**src/rtl/mem_stage.sv**
```systemverilog
// -----------------------------------------------------------------------------
// mem_stage -- MEM pipeline stage
//
// Sits directly behind the execute stage. Non-memory instructions are copied
// into the writeback registers with one cycle of latency. Loads and stores are
// captured into a request register set, presented on the data bus until the
// slave answers with dbus_ready (or the timeout expires), and the upstream
// pipeline is held with mem_stall for the duration of the access.
//
// Parameters
//   BUS_TIMEOUT  REQ cycles without dbus_ready before the access is aborted
//                (0 disables the timeout)
//   CNT_W        width of the timeout counter, must be able to hold BUS_TIMEOUT
//
// Ports
//   clk, rst                 core clock, asynchronous active-low reset
//   ex_reg_wen/_waddr        destination write enable / register from EX
//   ex_alu_out               ALU result, byte address for memory ops
//   ex_ill_instr             illegal-instruction flag from EX
//   ex_mem_read/_write       load / store request (both set -> store)
//   ex_mem_funct3            access size and signedness (B, H, W, BU, HU)
//   ex_mem_wdata             store data (rs2)
//   mem_stall                holds EX/ID/IF while an access is pending
//   dbus_req/_we/_addr       bus request, write flag, word-aligned address
//   dbus_wdata/_byte_en      lane-replicated store data and byte strobes
//   dbus_ready/_rdata        access complete / read word
//   mem_reg_wen/_waddr/_wdata writeback enable, register and data
//   mem_ill_instr            illegal flag passed through
//   mem_misaligned           one-cycle pulse on a misaligned access
//   mem_bus_err              one-cycle pulse on a bus timeout
// -----------------------------------------------------------------------------
module mem_stage #(
  parameter int BUS_TIMEOUT = 256,
  parameter int CNT_W       = 9
) (
  input  logic        clk,
  input  logic        rst,

  input  logic        ex_reg_wen,
  input  logic [4:0]  ex_reg_waddr,
  input  logic [31:0] ex_alu_out,
  input  logic        ex_ill_instr,
  input  logic        ex_mem_read,
  input  logic        ex_mem_write,
  input  logic [2:0]  ex_mem_funct3,
  input  logic [31:0] ex_mem_wdata,

  output logic        mem_stall,

  output logic        dbus_req,
  output logic        dbus_we,
  output logic [31:0] dbus_addr,
  output logic [31:0] dbus_wdata,
  output logic [3:0]  dbus_byte_en,
  input  logic        dbus_ready,
  input  logic [31:0] dbus_rdata,

  output logic        mem_reg_wen,
  output logic [4:0]  mem_reg_waddr,
  output logic [31:0] mem_reg_wdata,
  output logic        mem_ill_instr,
  output logic        mem_misaligned,
  output logic        mem_bus_err
);

  typedef enum logic {
    IDLE = 1'b0,
    REQ  = 1'b1
  } state_t;

  state_t           state_reg;
  logic [CNT_W-1:0] cnt_reg;

  // Request registers: everything the bus and the load formatter need,
  // frozen at the IDLE->REQ edge so the bus sees stable values.
  logic [29:0]      req_addr_reg;
  logic [1:0]       req_off_reg;
  logic [31:0]      req_wdata_reg;
  logic [3:0]       req_be_reg;
  logic [2:0]       req_funct3_reg;
  logic [4:0]       req_waddr_reg;
  logic             req_wen_reg;
  logic             req_we_reg;

  // Writeback registers.
  logic             wb_wen_reg;
  logic [4:0]       wb_waddr_reg;
  logic [31:0]      wb_wdata_reg;
  logic             ill_reg;
  logic             misaligned_reg;
  logic             bus_err_reg;

  // ---------------------------------------------------------------------------
  // Decode of the instruction presented by EX
  // ---------------------------------------------------------------------------
  logic mem_op;
  logic acc_byte;
  logic acc_half;
  logic acc_word;
  logic op_misaligned;
  logic op_aligned;

  // An illegal instruction never touches the bus, it just carries its flag on.
  assign mem_op   = (ex_mem_read | ex_mem_write) & ~ex_ill_instr;
  assign acc_byte = (ex_mem_funct3[1:0] == 2'b00);
  assign acc_half = (ex_mem_funct3[1:0] == 2'b01);
  // funct3[1] covers W; the unused encodings 011/11x also behave as a word.
  assign acc_word = ex_mem_funct3[1];

  assign op_misaligned = mem_op &
                         ((acc_half & ex_alu_out[0]) |
                          (acc_word & (|ex_alu_out[1:0])));
  assign op_aligned    = mem_op & ~op_misaligned;

  // ---------------------------------------------------------------------------
  // Store strobes and lane replication
  // ---------------------------------------------------------------------------
  logic [3:0]  store_be_base;
  logic [3:0]  store_be;
  logic [31:0] store_data;

  always_comb begin
    store_be_base = 4'b1111;
    if (acc_byte) begin
      store_be_base = 4'b0001;
    end else if (acc_half) begin
      store_be_base = 4'b0011;
    end
  end

  // Aligned words always have offset 0, so one shift serves all sizes.
  assign store_be = store_be_base << ex_alu_out[1:0];

  // Each byte lane picks its source byte: a byte store puts wdata[7:0] on
  // every lane, a half store alternates the two low bytes.
  genvar gi;
  generate
    for (gi = 0; gi < 4; gi++) begin : g_store_lane
      assign store_data[8*gi +: 8] =
        acc_byte ? ex_mem_wdata[7:0] :
        acc_half ? ex_mem_wdata[8*(gi%2) +: 8] :
                   ex_mem_wdata[8*gi +: 8];
    end
  endgenerate

  // ---------------------------------------------------------------------------
  // Load formatting, driven by the captured offset and funct3
  // ---------------------------------------------------------------------------
  logic [7:0]  rd_byte [4];
  logic [7:0]  load_byte;
  logic [15:0] load_half;
  logic        load_signed;
  logic [31:0] load_data;

  generate
    for (gi = 0; gi < 4; gi++) begin : g_load_lane
      assign rd_byte[gi] = dbus_rdata[8*gi +: 8];
    end
  endgenerate

  assign load_byte   = rd_byte[req_off_reg];
  assign load_half   = req_off_reg[1] ? dbus_rdata[31:16] : dbus_rdata[15:0];
  assign load_signed = ~req_funct3_reg[2];

  always_comb begin
    load_data = dbus_rdata;
    case (req_funct3_reg[1:0])
      2'b00:   load_data = {{24{load_signed & load_byte[7]}}, load_byte};
      2'b01:   load_data = {{16{load_signed & load_half[15]}}, load_half};
      default: load_data = dbus_rdata;
    endcase
  end

  // ---------------------------------------------------------------------------
  // Bus timeout: fires in the REQ cycle where the counter has reached
  // BUS_TIMEOUT-1 and the slave still has not answered. A ready in that same
  // cycle wins.
  // ---------------------------------------------------------------------------
  logic timeout_hit;

  generate
    if (BUS_TIMEOUT > 0) begin : g_timeout
      assign timeout_hit = (state_reg == REQ) && !dbus_ready &&
                           (cnt_reg == CNT_W'(BUS_TIMEOUT - 1));
    end else begin : g_no_timeout
      assign timeout_hit = 1'b0;
    end
  endgenerate

  // ---------------------------------------------------------------------------
  // Stall: raised as soon as an aligned access shows up in IDLE, held through
  // REQ, and dropped in the completing (ready or timeout) cycle so EX advances
  // on that same edge. Gated by rst so it is low while reset is asserted even
  // if EX still presents a memory op.
  // ---------------------------------------------------------------------------
  assign mem_stall = rst &
                     (((state_reg == IDLE) & op_aligned) |
                      ((state_reg == REQ) & ~dbus_ready & ~timeout_hit));

  // ---------------------------------------------------------------------------
  // Control FSM and all registered state
  // ---------------------------------------------------------------------------
  always_ff @(posedge clk or negedge rst) begin
    if (!rst) begin
      state_reg      <= IDLE;
      cnt_reg        <= '0;
      req_addr_reg   <= '0;
      req_off_reg    <= '0;
      req_wdata_reg  <= '0;
      req_be_reg     <= '0;
      req_funct3_reg <= '0;
      req_waddr_reg  <= '0;
      req_wen_reg    <= 1'b0;
      req_we_reg     <= 1'b0;
      wb_wen_reg     <= 1'b0;
      wb_waddr_reg   <= '0;
      wb_wdata_reg   <= '0;
      ill_reg        <= 1'b0;
      misaligned_reg <= 1'b0;
      bus_err_reg    <= 1'b0;
    end else begin
      // Error flags are single-cycle pulses.
      misaligned_reg <= 1'b0;
      bus_err_reg    <= 1'b0;

      case (state_reg)
        IDLE: begin
          if (op_aligned) begin
            req_addr_reg   <= ex_alu_out[31:2];
            req_off_reg    <= ex_alu_out[1:0];
            req_wdata_reg  <= store_data;
            req_be_reg     <= store_be;
            req_funct3_reg <= ex_mem_funct3;
            req_waddr_reg  <= ex_reg_waddr;
            req_wen_reg    <= ex_reg_wen;
            req_we_reg     <= ex_mem_write;
            cnt_reg        <= '0;
            wb_wen_reg     <= 1'b0;   // bubble while the access runs
            ill_reg        <= 1'b0;
            state_reg      <= REQ;
          end else if (op_misaligned) begin
            wb_wen_reg     <= 1'b0;
            ill_reg        <= 1'b0;
            misaligned_reg <= 1'b1;
          end else begin
            wb_wen_reg     <= ex_reg_wen;
            wb_waddr_reg   <= ex_reg_waddr;
            wb_wdata_reg   <= ex_alu_out;
            ill_reg        <= ex_ill_instr;
          end
        end

        REQ: begin
          wb_wen_reg <= 1'b0;
          ill_reg    <= 1'b0;
          if (dbus_ready) begin
            if (!req_we_reg) begin
              wb_wen_reg   <= req_wen_reg;
              wb_waddr_reg <= req_waddr_reg;
              wb_wdata_reg <= load_data;
            end
            state_reg <= IDLE;
          end else if (timeout_hit) begin
            bus_err_reg <= 1'b1;
            state_reg   <= IDLE;
          end else begin
            cnt_reg <= cnt_reg + CNT_W'(1);
          end
        end

        default: state_reg <= IDLE;
      endcase
    end
  end

  // ---------------------------------------------------------------------------
  // Output mapping
  // ---------------------------------------------------------------------------
  assign dbus_req       = (state_reg == REQ);
  assign dbus_we        = req_we_reg;
  assign dbus_addr      = {req_addr_reg, 2'b00};
  assign dbus_wdata     = req_wdata_reg;
  assign dbus_byte_en   = req_be_reg;

  assign mem_reg_wen    = wb_wen_reg;
  assign mem_reg_waddr  = wb_waddr_reg;
  assign mem_reg_wdata  = wb_wdata_reg;
  assign mem_ill_instr  = ill_reg;
  assign mem_misaligned = misaligned_reg;
  assign mem_bus_err    = bus_err_reg;

endmodule

```
**config.mk**
```make
export PLATFORM = sky130hd
export DESIGN_NAME = mem_stage
export DESIGN_NICKNAME = d
export VERILOG_FILES = /design/src/rtl/mem_stage.sv
export SDC_FILE = /design/constraint.sdc
export NUM_CORES = 1
export LEC_CHECK = 0
export ABC_CLOCK_PERIOD_IN_PS = 3600
export CORE_ASPECT_RATIO = 1.2
export CORE_UTILIZATION = 55
export DETAILED_ROUTE_END_ITERATION = 16
export DONT_BUFFER_PORTS = 1
export GPL_TIMING_DRIVEN = 0
export PLACE_DENSITY = 0.7
export SYNTH_ARGS = -nofsm -noshare
export SYNTH_HDL_FRONTEND = slang
export SYNTH_SLANG_ARGS = --single-unit
export TNS_END_PERCENT = 20
```
**constraint.sdc**
```tcl
create_clock -name clk -period 3.6 [get_ports clk]
set_input_delay 0.18 -clock clk [delete_from_list [all_inputs] [get_ports clk]]
set_output_delay 0.18 -clock clk [all_outputs]
set_load 0.03 [all_outputs]
```
== Yosys cells after proc, flatten, opt, wreduce, memory -nomap -nowiden ==
Cells that the tools add are included.

* Register bits: 129
* Input bits: 111
* Output and inout port bits: 112

* Bitwise logic cells: 21
* Reduce and logical (&&, ||, !) cells: 9
* Add/sub/neg operators: 1
* Multiplexer cells: 44
* Shifts and indexed selects: 1
* Order comparisons: 1
* Equal/unequal tests: 10

{| class="wikitable"
|+ Operator list
! operator !! count
|-
| $mux W32 || 4
|-
| $pmux W32 S2 || 2
|-
| $mux W8 || 7
|-
| $mux W9 || 3
|-
| $mux W5 || 4
|-
| $pmux W9 S2 || 1
|-
| $bmux W8 S2 || 1
|-
| $mux W16 || 1
|-
| $mux W1 || 15
|-
| $ne A2 B2 Y1 const B || 7
|-
| $and A1 B1 Y1 || 11
|-
| $pmux W5 S2 || 1
|-
| $add A9 B1 Y9 const B || 1
|-
| $eq A9 B8 Y1 const B || 1
|-
| $mux W4 || 2
|-
| $not A1 Y1 || 6
|-
| $pmux W1 S2 || 3
|-
| $eq A2 B1 Y1 const B || 2
|-
| $logic_not A2 Y1 || 2
|-
| $reduce_and A4 Y1 || 1
|-
| $shl A4 B2 Y4 || 1
|-
| $ge A3 B3 Y1 const B || 1
|-
| $not A2 Y3 || 1
|-
| $or A1 B1 Y1 || 3
|-
| other kinds (5) || 6
|}

== Logic depth before layout (Yosys ltp) ==
Gate-level depths: netlist (run 1).

* Depth in word-level cells: 9
* Mapped depth: 9

== Least setup slack after synthesis (run 1) ==
No wires, ideal clock.

* Path kind: register to register
* From: reg cnt_reg[0]
* To: reg cnt_reg[7]
* Clock period less this slack: 1.993 ns
* Arrival time: 1.862 ns
* Cell stages (with the launch flop): 10
* Path slack: 1.607 ns
* Path through: dfrtp_1 -> ha_1 -> nand2_1 -> nor3_1 -> ha_1 -> or3b_1 -> buf_2 -> nor4_4 -> xnor2_1 -> nor2_1

* Longest elaborated chain between the ends: 4

{| class="wikitable"
|+ RTL lines
! element !! line !! text
|-
| start: declaration || 72 || <nowiki>logic [CNT_W-1:0] cnt_reg;</nowiki>
|-
| start signal: assignment || 267 || <nowiki>cnt_reg <= cnt_reg + CNT_W'(1);</nowiki>
|-
| $add A9 B1 Y9 / $eq A9 B8 Y1 (equally long branches) || 267, 184 ||
|-
| $mux W9 / $logic_and A1 B1 Y1 (equally long branches) || 263, 183 ||
|-
| $mux W9 / $ne A2 B2 Y1 (equally long branches) || - ||
|-
| $pmux W9 S2 / $reduce_and A3 Y1 (equally long branches) || - ||
|}

Parallel ways exist; a longest one is shown, timed or not. The select of a mux whose other input is x is not followed.
A chain may end at the register's enable or synchronous reset.

== Worst setup path in the final report (run 1) ==
* From: reg state_reg, in the netlist dbus_req
* To: out mem_stall

* Longest elaborated chain between the ends: 6

{| class="wikitable"
|+ RTL lines
! element !! line !! text
|-
| start: declaration || 71 || <nowiki>state_t state_reg;</nowiki>
|-
| start signal: assignment || 205 || <nowiki>state_reg <= IDLE;</nowiki>
|-
| start signal: assignment || 240 || <nowiki>state_reg <= REQ;</nowiki>
|-
| start signal: assignment || 262 || <nowiki>state_reg <= IDLE;</nowiki>
|-
| $logic_and A1 B1 Y1 (2 in series) || 183 || <nowiki>assign timeout_hit = (state_reg == REQ) && !dbus_ready &&</nowiki>
|-
| $not A1 Y1 || 198 || <nowiki>((state_reg == REQ) & ~dbus_ready & ~timeout_hit));</nowiki>
|-
| $and A1 B1 Y1 || 198 ||
|-
| $or A1 B1 Y1 (*) || 197 || <nowiki>(((state_reg == IDLE) & op_aligned) |</nowiki>
|-
| $and A1 B1 Y1 (*) || 196 || <nowiki>assign mem_stall = rst &</nowiki>
|-
| end: declaration || 48 || <nowiki>output logic mem_stall,</nowiki>
|}

Mark *: on every way between the ends. The rest lies on a longest branch, timed or not.

==> results.json, run 1 <==
{
  "drtIter0Drc": 287,
  "critical_path_arrival_ns": 2.49,
  "synth_cell_types": 55,
  "htree_levels": 4,
  "ys_warn_count": 0,
  "drc": 0,
  "dp_cells": 741,
  "maxCapViolCount": 0,
  "rows": 42,
  "cp-start-kind": "flop",
  "dieArea_um2": 11900,
  "outcome": "completed",
  "syn_area_um2": 6310,
  "holdCritPathClass": "input pin to flop",
  "clk_pin_slew_ns": 0.06,
  "finalCriticalPeriod_ns": 2.67,
  "synthAdderAreaFrac_pct": 0.397,
  "p_leak_nw": 3.47,
  "antenna_found_initial": 0,
  "grt_pass1_wl_um": 29500,
  "finalNonFillerCells": 863,
  "syn_avg_cell_area_um2": 10.8,
  "synth_area_leader_cell": "dfrtp_1",
  "grt_pass1_vias": 5522,
  "antenna_left": 0,
  "yosys.area_share.simple_pct": 14.0,
  "wl_um": 19200,
  "powerDensity_nw_per_um2": 721,
  "peakVddDrop_mv": 0.393,
  "fillers": 802,
  "drive_above_1_share_pct": 16.9,
  "synth_area_leaders": "dfrtp_1 51%, mux2_2 7.5%, mux2i_1 4.9%",
  "crit_type": "flop to primary output",
  "cp_max_fo": 10,
  "async_flop_share_pct": 100,
  "synth_ff_type": "dfrtp_1",
  "rsz0062_at_grt": "no",
  "synth_cells": 586,
  "min_period_over_period_pct": 74.2,
  "start_util_pct": 56.9,
  "cp-end-kind": "primary output",
  "cp.required_ns": 3.42,
  "synth.top_cell.area_share_pct": 51.2,
  "yosysSeqAreaShare_pct": 51.2,
  "cts_sinks": 129,
  "setup_viol": 0,
  "finalHoldViolCount": 0,
  "synth_mux_area_share_pct": 15.6,
  "die_x_um": 99.8,
  "synth_compound_area_share_pct": 13.7,
  "skew_ns": 0.00873,
  "multi_input_area_um2": 2840,
  "synth-seq-cells": 129,
  "cts_buffers": 17,
  "fin_nets": 809,
  "diodes": 0,
  "port_buffers": 0,
  "fp.dieH_um": 119,
  "synth_top_family_by_area": "multiplexers",
  "drv_slew": 0,
  "dp_hpwl_um": 12700,
  "worst_pin_slew_ns": 0.746,
  "grt_util_all_layers_pct": 33.0,
  "synthXorXnorAreaFrac_pct": 1.11,
  "insertion_delay_ns": 0.41,
  "clock_path_buffers": 2,
  "grt_overflow": 0,
  "tritoncts": "yes",
  "synth_edf_count": 0,
  "register_area_um2": 3230,
  "routedWlPerCell_um": 22.2,
  "fmax_ghz": 0.374,
  "routabilityCongestion": 0.894,
  "cts-root-buf": "clkbuf_16",
  "via_count": 5191,
  "via_per_inst": 6.02,
  "core-area_um2": 11100,
  "syn2layout_area_growth_pct": 29.1,
  "io_pins": 223,
  "finalSetupTns_ns": 0,
  "relSlewSlack_pct": 50.2,
  "dr.pass1.iters": 5,
  "grt_max_degree": 130
}
==> per-stage QoR <==
step                cell area, um2  hold slack (ns)  total power, mW  setup slack [ns]  util [%]
global route                  8150           0.0128             6.10             0.837      73.5
detailed placement            6500           -0.112             3.65              1.36      58.7
CTS                           8150          0.00160             5.87             0.907      73.5
floorplan                     6310           -0.116             3.37              1.61         -
global placement              6500           -0.113             3.60              1.37      58.7
finish                        8150           0.0118             5.88             0.929      73.5
==> critical path, stage by stage, from the launching register on <==
cell	delay [ns]
dfrtp_1	0.60
clkinv_1	0.44
o211ai_4	0.26
buf_6	0.20
buf_4	0.21
nand2_1	0.09
and2_1	0.28
==> where the power goes <==
group	internal [mW]	switching (mW)
logic	0.476	0.562
clock network	1.46	0.643
registers	1.80	0.934
total	3.74	2.14
==> synthesized netlist by cell type (2+ instances only) <==
master / number
a211oi_1: 6
a211oi_2: 10
a21o_1: 2
a21oi_1: 24
a22oi_1: 8
a31oi_1: 7
and3b_1: 2
buf_1: 2
buf_2: 17
buf_4: 5
buf_6: 3
clkbuf_1: 16
clkbuf_2: 2
dfrtp_1: 129
ha_1: 2
inv_1: 2
mux2_1: 16
mux2_2: 42
mux2i_1: 31
nand2_1: 65
nand2b_1: 15
nand3_1: 12
nand3b_1: 3
nand4_1: 3
nand4b_1: 2
nor2_1: 45
nor2b_1: 8
nor3_1: 21
nor3b_1: 2
o21ai_0: 40
o21ai_1: 2
o311ai_1: 7
o31a_1: 7
xnor2_1: 6
xor2_1: 2
==> routing by layer <==
metal	track usage [%]	up-vias	share of wire [%]
li1	-	2308	-
met2	56.4	275	51
met3	10.9	60	8.6
met5	0	-	0
met1	36.7	2548	37
met4	15.6	0	3.7
==> cells in the final DEF, fill, tap and decap left out, types with 2 or more instances in the layout <==
cell type      count
dfrtp_1          129
dlygate4sd3_1     89
nand2_1           65
nor2_1            45
mux2_2            42
o21ai_0           40
mux2i_1           31
a21oi_1           24
nor3_1            21
buf_2             17
clkbuf_1          17
clkbuf_16         17
mux2_1            16
nand2b_1          15
nand3_1           12
a211oi_2          10
nor2b_1            8
a22oi_1            8
bufinv_16          8
o311ai_1           7
o31a_1             7
a31oi_1            7
xnor2_1            6
a211oi_1           6
buf_4              5
buf_6              3
nand4_1            3
nand3b_1           3
clkinvlp_4         3
inv_1              2
clkbuf_2           2
and3b_1            2
nor3b_1            2
xor2_1             2
o21ai_1            2
buf_1              2
nand4b_1           2
a21o_1             2
ha_1               2
conb_1             2
==> cell type report <==
cell class	instances	share of cell area, %
Sequential cell	129	39.6
Multi-Input combinational cell	410	34.8
Timing Repair Buffer	90	11.3
Clock buffer	19	5.44
Clock inverter	13	3.44
Buffer	45	2.87
Tap cell	154	2.37
Inverter	3	0.138
==> kinds of logic (layout without fill, tap and decap cells) <==
family	Yosys count	in the layout
and+or+nand+nor	184	184
adders and majority gates	2	2
buffers and inverters	48	170
AOI/OAI and AO/OA	124	124
muxes	90	90
other	1	2
DFF	129	129
xor gates and xnor gates	8	8
==> timing repair <==
action / in CTS / in global routing
hold buffers: 90 / 0
endpoints found under the setup margin: 0 / 0
gates resized for setup: 0 / 0
setup buffers: 0 / 0
endpoints found under the hold margin: 227 / 0
==> final timing paths <==
check                                              from                      endpoint  slack [ns]  cells past startpoint
max                                  dbus_req$_DFF_PN0_                     mem_stall        0.93                      6
min                                    ex_mem_wdata[31]    dbus_wdata[31]$_DFFE_PN0P_        0.01                      2
max reg2reg                      cnt_reg[0]$_DFFE_PN0P_        cnt_reg[5]$_DFFE_PN0P_        1.37                      9
min reg2reg                req_waddr_reg[3]$_DFFE_PN0P_  req_waddr_reg[3]$_DFFE_PN0P_        0.51                      1
max in group asynchronous                           rst            dbus_req$_DFF_PN0_        2.63                      2
min in group asynchronous                           rst  req_addr_reg[20]$_DFFE_PN0P_        0.32                      2
No activity file was read; power rests on OpenSTA's default activity.
==> run 2, diff against run 1 <==
--- a/config.mk
+++ b/config.mk
@@ -5,13 +5,13 @@
 export SDC_FILE = /design/constraint.sdc
 export NUM_CORES = 1
 export LEC_CHECK = 0
-export ABC_CLOCK_PERIOD_IN_PS = 3600
+export ABC_CLOCK_PERIOD_IN_PS = 2250
 export CORE_ASPECT_RATIO = 1.2
 export CORE_UTILIZATION = 55
 export DETAILED_ROUTE_END_ITERATION = 16
 export DONT_BUFFER_PORTS = 1
 export GPL_TIMING_DRIVEN = 0
-export PLACE_DENSITY = 0.7
+export PLACE_DENSITY = 0.73
 export SYNTH_ARGS = -nofsm -noshare
 export SYNTH_HDL_FRONTEND = slang
 export SYNTH_SLANG_ARGS = --single-unit
==> constraint.sdc (replaced) <==
create_clock -name clk -period 2.25 [get_ports clk]
set_input_delay 0.1125 -clock clk [delete_from_list [all_inputs] [get_ports clk]]
set_output_delay 0.1125 -clock clk [all_outputs]
set_load 0.03 [all_outputs]
==> run 2 against run 1 <==
Net effect: the run now ends with hold timing left; sequential power grew 60%; setup slack lost 0.83 ns; utilization shrank 0.14 points; global-route usage grew 0.27 points.
==> results.json, run 2 (same netlist as run 1, synthesis figures left out) <==
{
  "outcome": "finished, violations left",
  "violations": "hold timing",
  "cp-end-kind": "primary output",
  "mostFrequentLayoutCell": "dfrtp_1",
  "p_leak_nw": 3.46,
  "rrSetupSlack_ns": 0.11,
  "clock_path_buffers": 2,
  "peakVddDrop_mv": 0.654,
  "cp-start-kind": "flop",
  "relSlewSlack_pct": 53.2,
  "via_count": 5327,
  "htree_levels": 4,
  "cts_buffers": 17,
  "rows": 42,
  "worst_pin_slew_ns": 0.700,
  "fin_nets": 818,
  "diodes": 0,
  "worstReg2RegStart": "cnt_reg[1]$_DFFE_PN0P_",
  "powerDensity_nw_per_um2": 1090,
  "grt_overflow": 0,
  "drtIter0Drc": 299,
  "final_cell_mix": "128 x dfrtp_1, 95 x dlygate4sd3_1, 63 x nand2_1",
  "holdCritPathClass": "input pin to asynchronous set/reset pin",
  "min_period_over_period_pct": 95.7,
  "drc": 0,
  "clk_pin_slew_ns": 0.06,
  "placed_area_um2": 6500,
  "total_power_mw": 8.88,
  "core-area_um2": 11100,
  "port_buffers": 0,
  "holdWs_ns": -0.610,
  "cp.required_ns": 2.14,
  "dr.pass1.iters": 5,
  "dp_hpwl_um": 12500,
  "cts_sinks": 129,
  "cts-root-buf": "clkbuf_16",
  "fillers": 740,
  "drv_slew": 0,
  "finalCoreUtilization_pct": 73.3,
  "finalCriticalPeriod_ns": 2.15,
  "cp_max_fo": 10,
  "tritoncts": "yes",
  "start_util_pct": 56.9,
  "finalInstanceArea_um2": 8130,
  "die_x_um": 99.8,
  "antenna_found_initial": 0,
  "grt_util_all_layers_pct": 33.2,
  "grt_pass1_wl_um": 29800,
  "insertion_delay_ns": 0.42,
  "finalHoldViolCount": 129,
  "routedWlPerCell_um": 21.8,
  "reg2regPathDepth": 9,
  "wl_um": 19100,
  "crit_type": "flop to primary output",
  "setup_viol": 0,
  "critical_path_arrival_ns": 2.04,
  "dieArea_um2": 11900,
  "skew_ns": 0.00937,
  "grt_pass1_vias": 5695,
  "syn2layout_area_growth_pct": 28.9,
  "via_per_inst": 6.11,
  "maxCapViolCount": 0,
  "routabilityCongestion": 0.877,
  "io_pins": 223,
  "drive_above_1_share_pct": 18.8,
  "grt_max_degree": 131,
  "fmax_ghz": 0.464,
  "r2r-end": "cnt_reg[7]$_DFFE_PN0P_",
  "finalSetupTns_ns": 0,
  "cts_hold_buf": 95,
  "fp.dieH_um": 119,
  "antenna_left": 0,
  "rsz0062_at_grt": "no"
}
==> run 2: cell count changes in the layout (fill, tap and decap cells not counted), sizes merged <==
cell | before | now
dlygate4sd3 | 89 | 95
bufinv | 8 | 3
clkinv | 2 | 7
buf | 28 | 31
clkbuf | 37 | 35
inv | 3 | 5
==> run 2: how the worst max path moves through the flow <==
stage	startpoint	endpoint	slack, ns	cells after the start
3_5_place_dp	dbus_req$_DFF_PN0_	mem_stall	0.05	6
5_1_grt	dbus_req$_DFF_PN0_	mem_stall	0.0003	6
3_3_place_gp	dbus_req$_DFF_PN0_	mem_stall	0.05	6
2_1_floorplan	cnt_reg[0]$_DFFE_PN0P_	cnt_reg[7]$_DFFE_PN0P_	0.26	9
4_1_cts	cnt_reg[0]$_DFFE_PN0P_	mem_stall	0.01	8
6_report	dbus_req$_DFF_PN0_	mem_stall	0.1	6
==> run 2: layer usage <==
| layer | vias up | global-route usage [%] | share of wire (%) |
|---|---|---|---|
| met5 | - | 0 | 0 |
| met1 | 2635 | 35.6 | 35 |
| met3 | 70 | 11.0 | 8.5 |
| met4 | 0 | 15.8 | 3.8 |
| li1 | 2325 | - | - |
| met2 | 297 | 58.4 | 53 |
==> run 2: per-stage QoR <==
step / instances / worst slack, ns / hold WS (ns)
after floorplan: 587 / 0.257 / -0.183
after global placement: 741 / 0.0494 / -0.180
after detailed placement: 741 / 0.0488 / -0.179
after CTS: 871 / 0.0118 / -0.625
after global routing: 872 / 0.000347 / -0.629
final: 872 / 0.0963 / -0.610
==> run 2: final cells by class <==
| class | instances | area [um2] | area share [%] |
|---|---|---|---|
| Buffer | 44 | 230 | 2.83 |
| Clock buffer | 17 | 425 | 5.23 |
| Clock inverter | 15 | 184 | 2.26 |
| Inverter | 3 | 12.5 | 0.154 |
| Multi-Input combinational cell | 410 | 2870 | 35.3 |
| Sequential cell | 129 | 3230 | 39.7 |
| Tap cell | 154 | 193 | 2.37 |
| Timing Repair Buffer | 100 | 988 | 12.2 |
==> run 2: repair_timing <==
action                                  4_1_cts  5_1_grt
endpoints found under the setup margin        1        5
pin swaps                                     1        3
resized for setup                             9        7
hold endpoints to repair                    240      129
buffers inserted                              3        2
==> run 2: worst max-delay path: stages (launching register included) <==
cell and delay (ns):
dfrtp_2 0.51, clkinv_2 0.24, o211ai_4 0.18, buf_6 0.20
buf_4 0.23, nand2_4 0.07, and2_4 0.19
==> run 2: power by group <==
part / leakage, nW / total [mW] / internal (mW) / switching, mW
combinational: 1.61 / 1.66 / 0.791 / 0.869
sequential: 1.56 / 4.38 / 2.88 / 1.50
clock: 0.290 / 2.84 / 1.75 / 1.09
total: 3.46 / 8.88 / 5.42 / 3.45
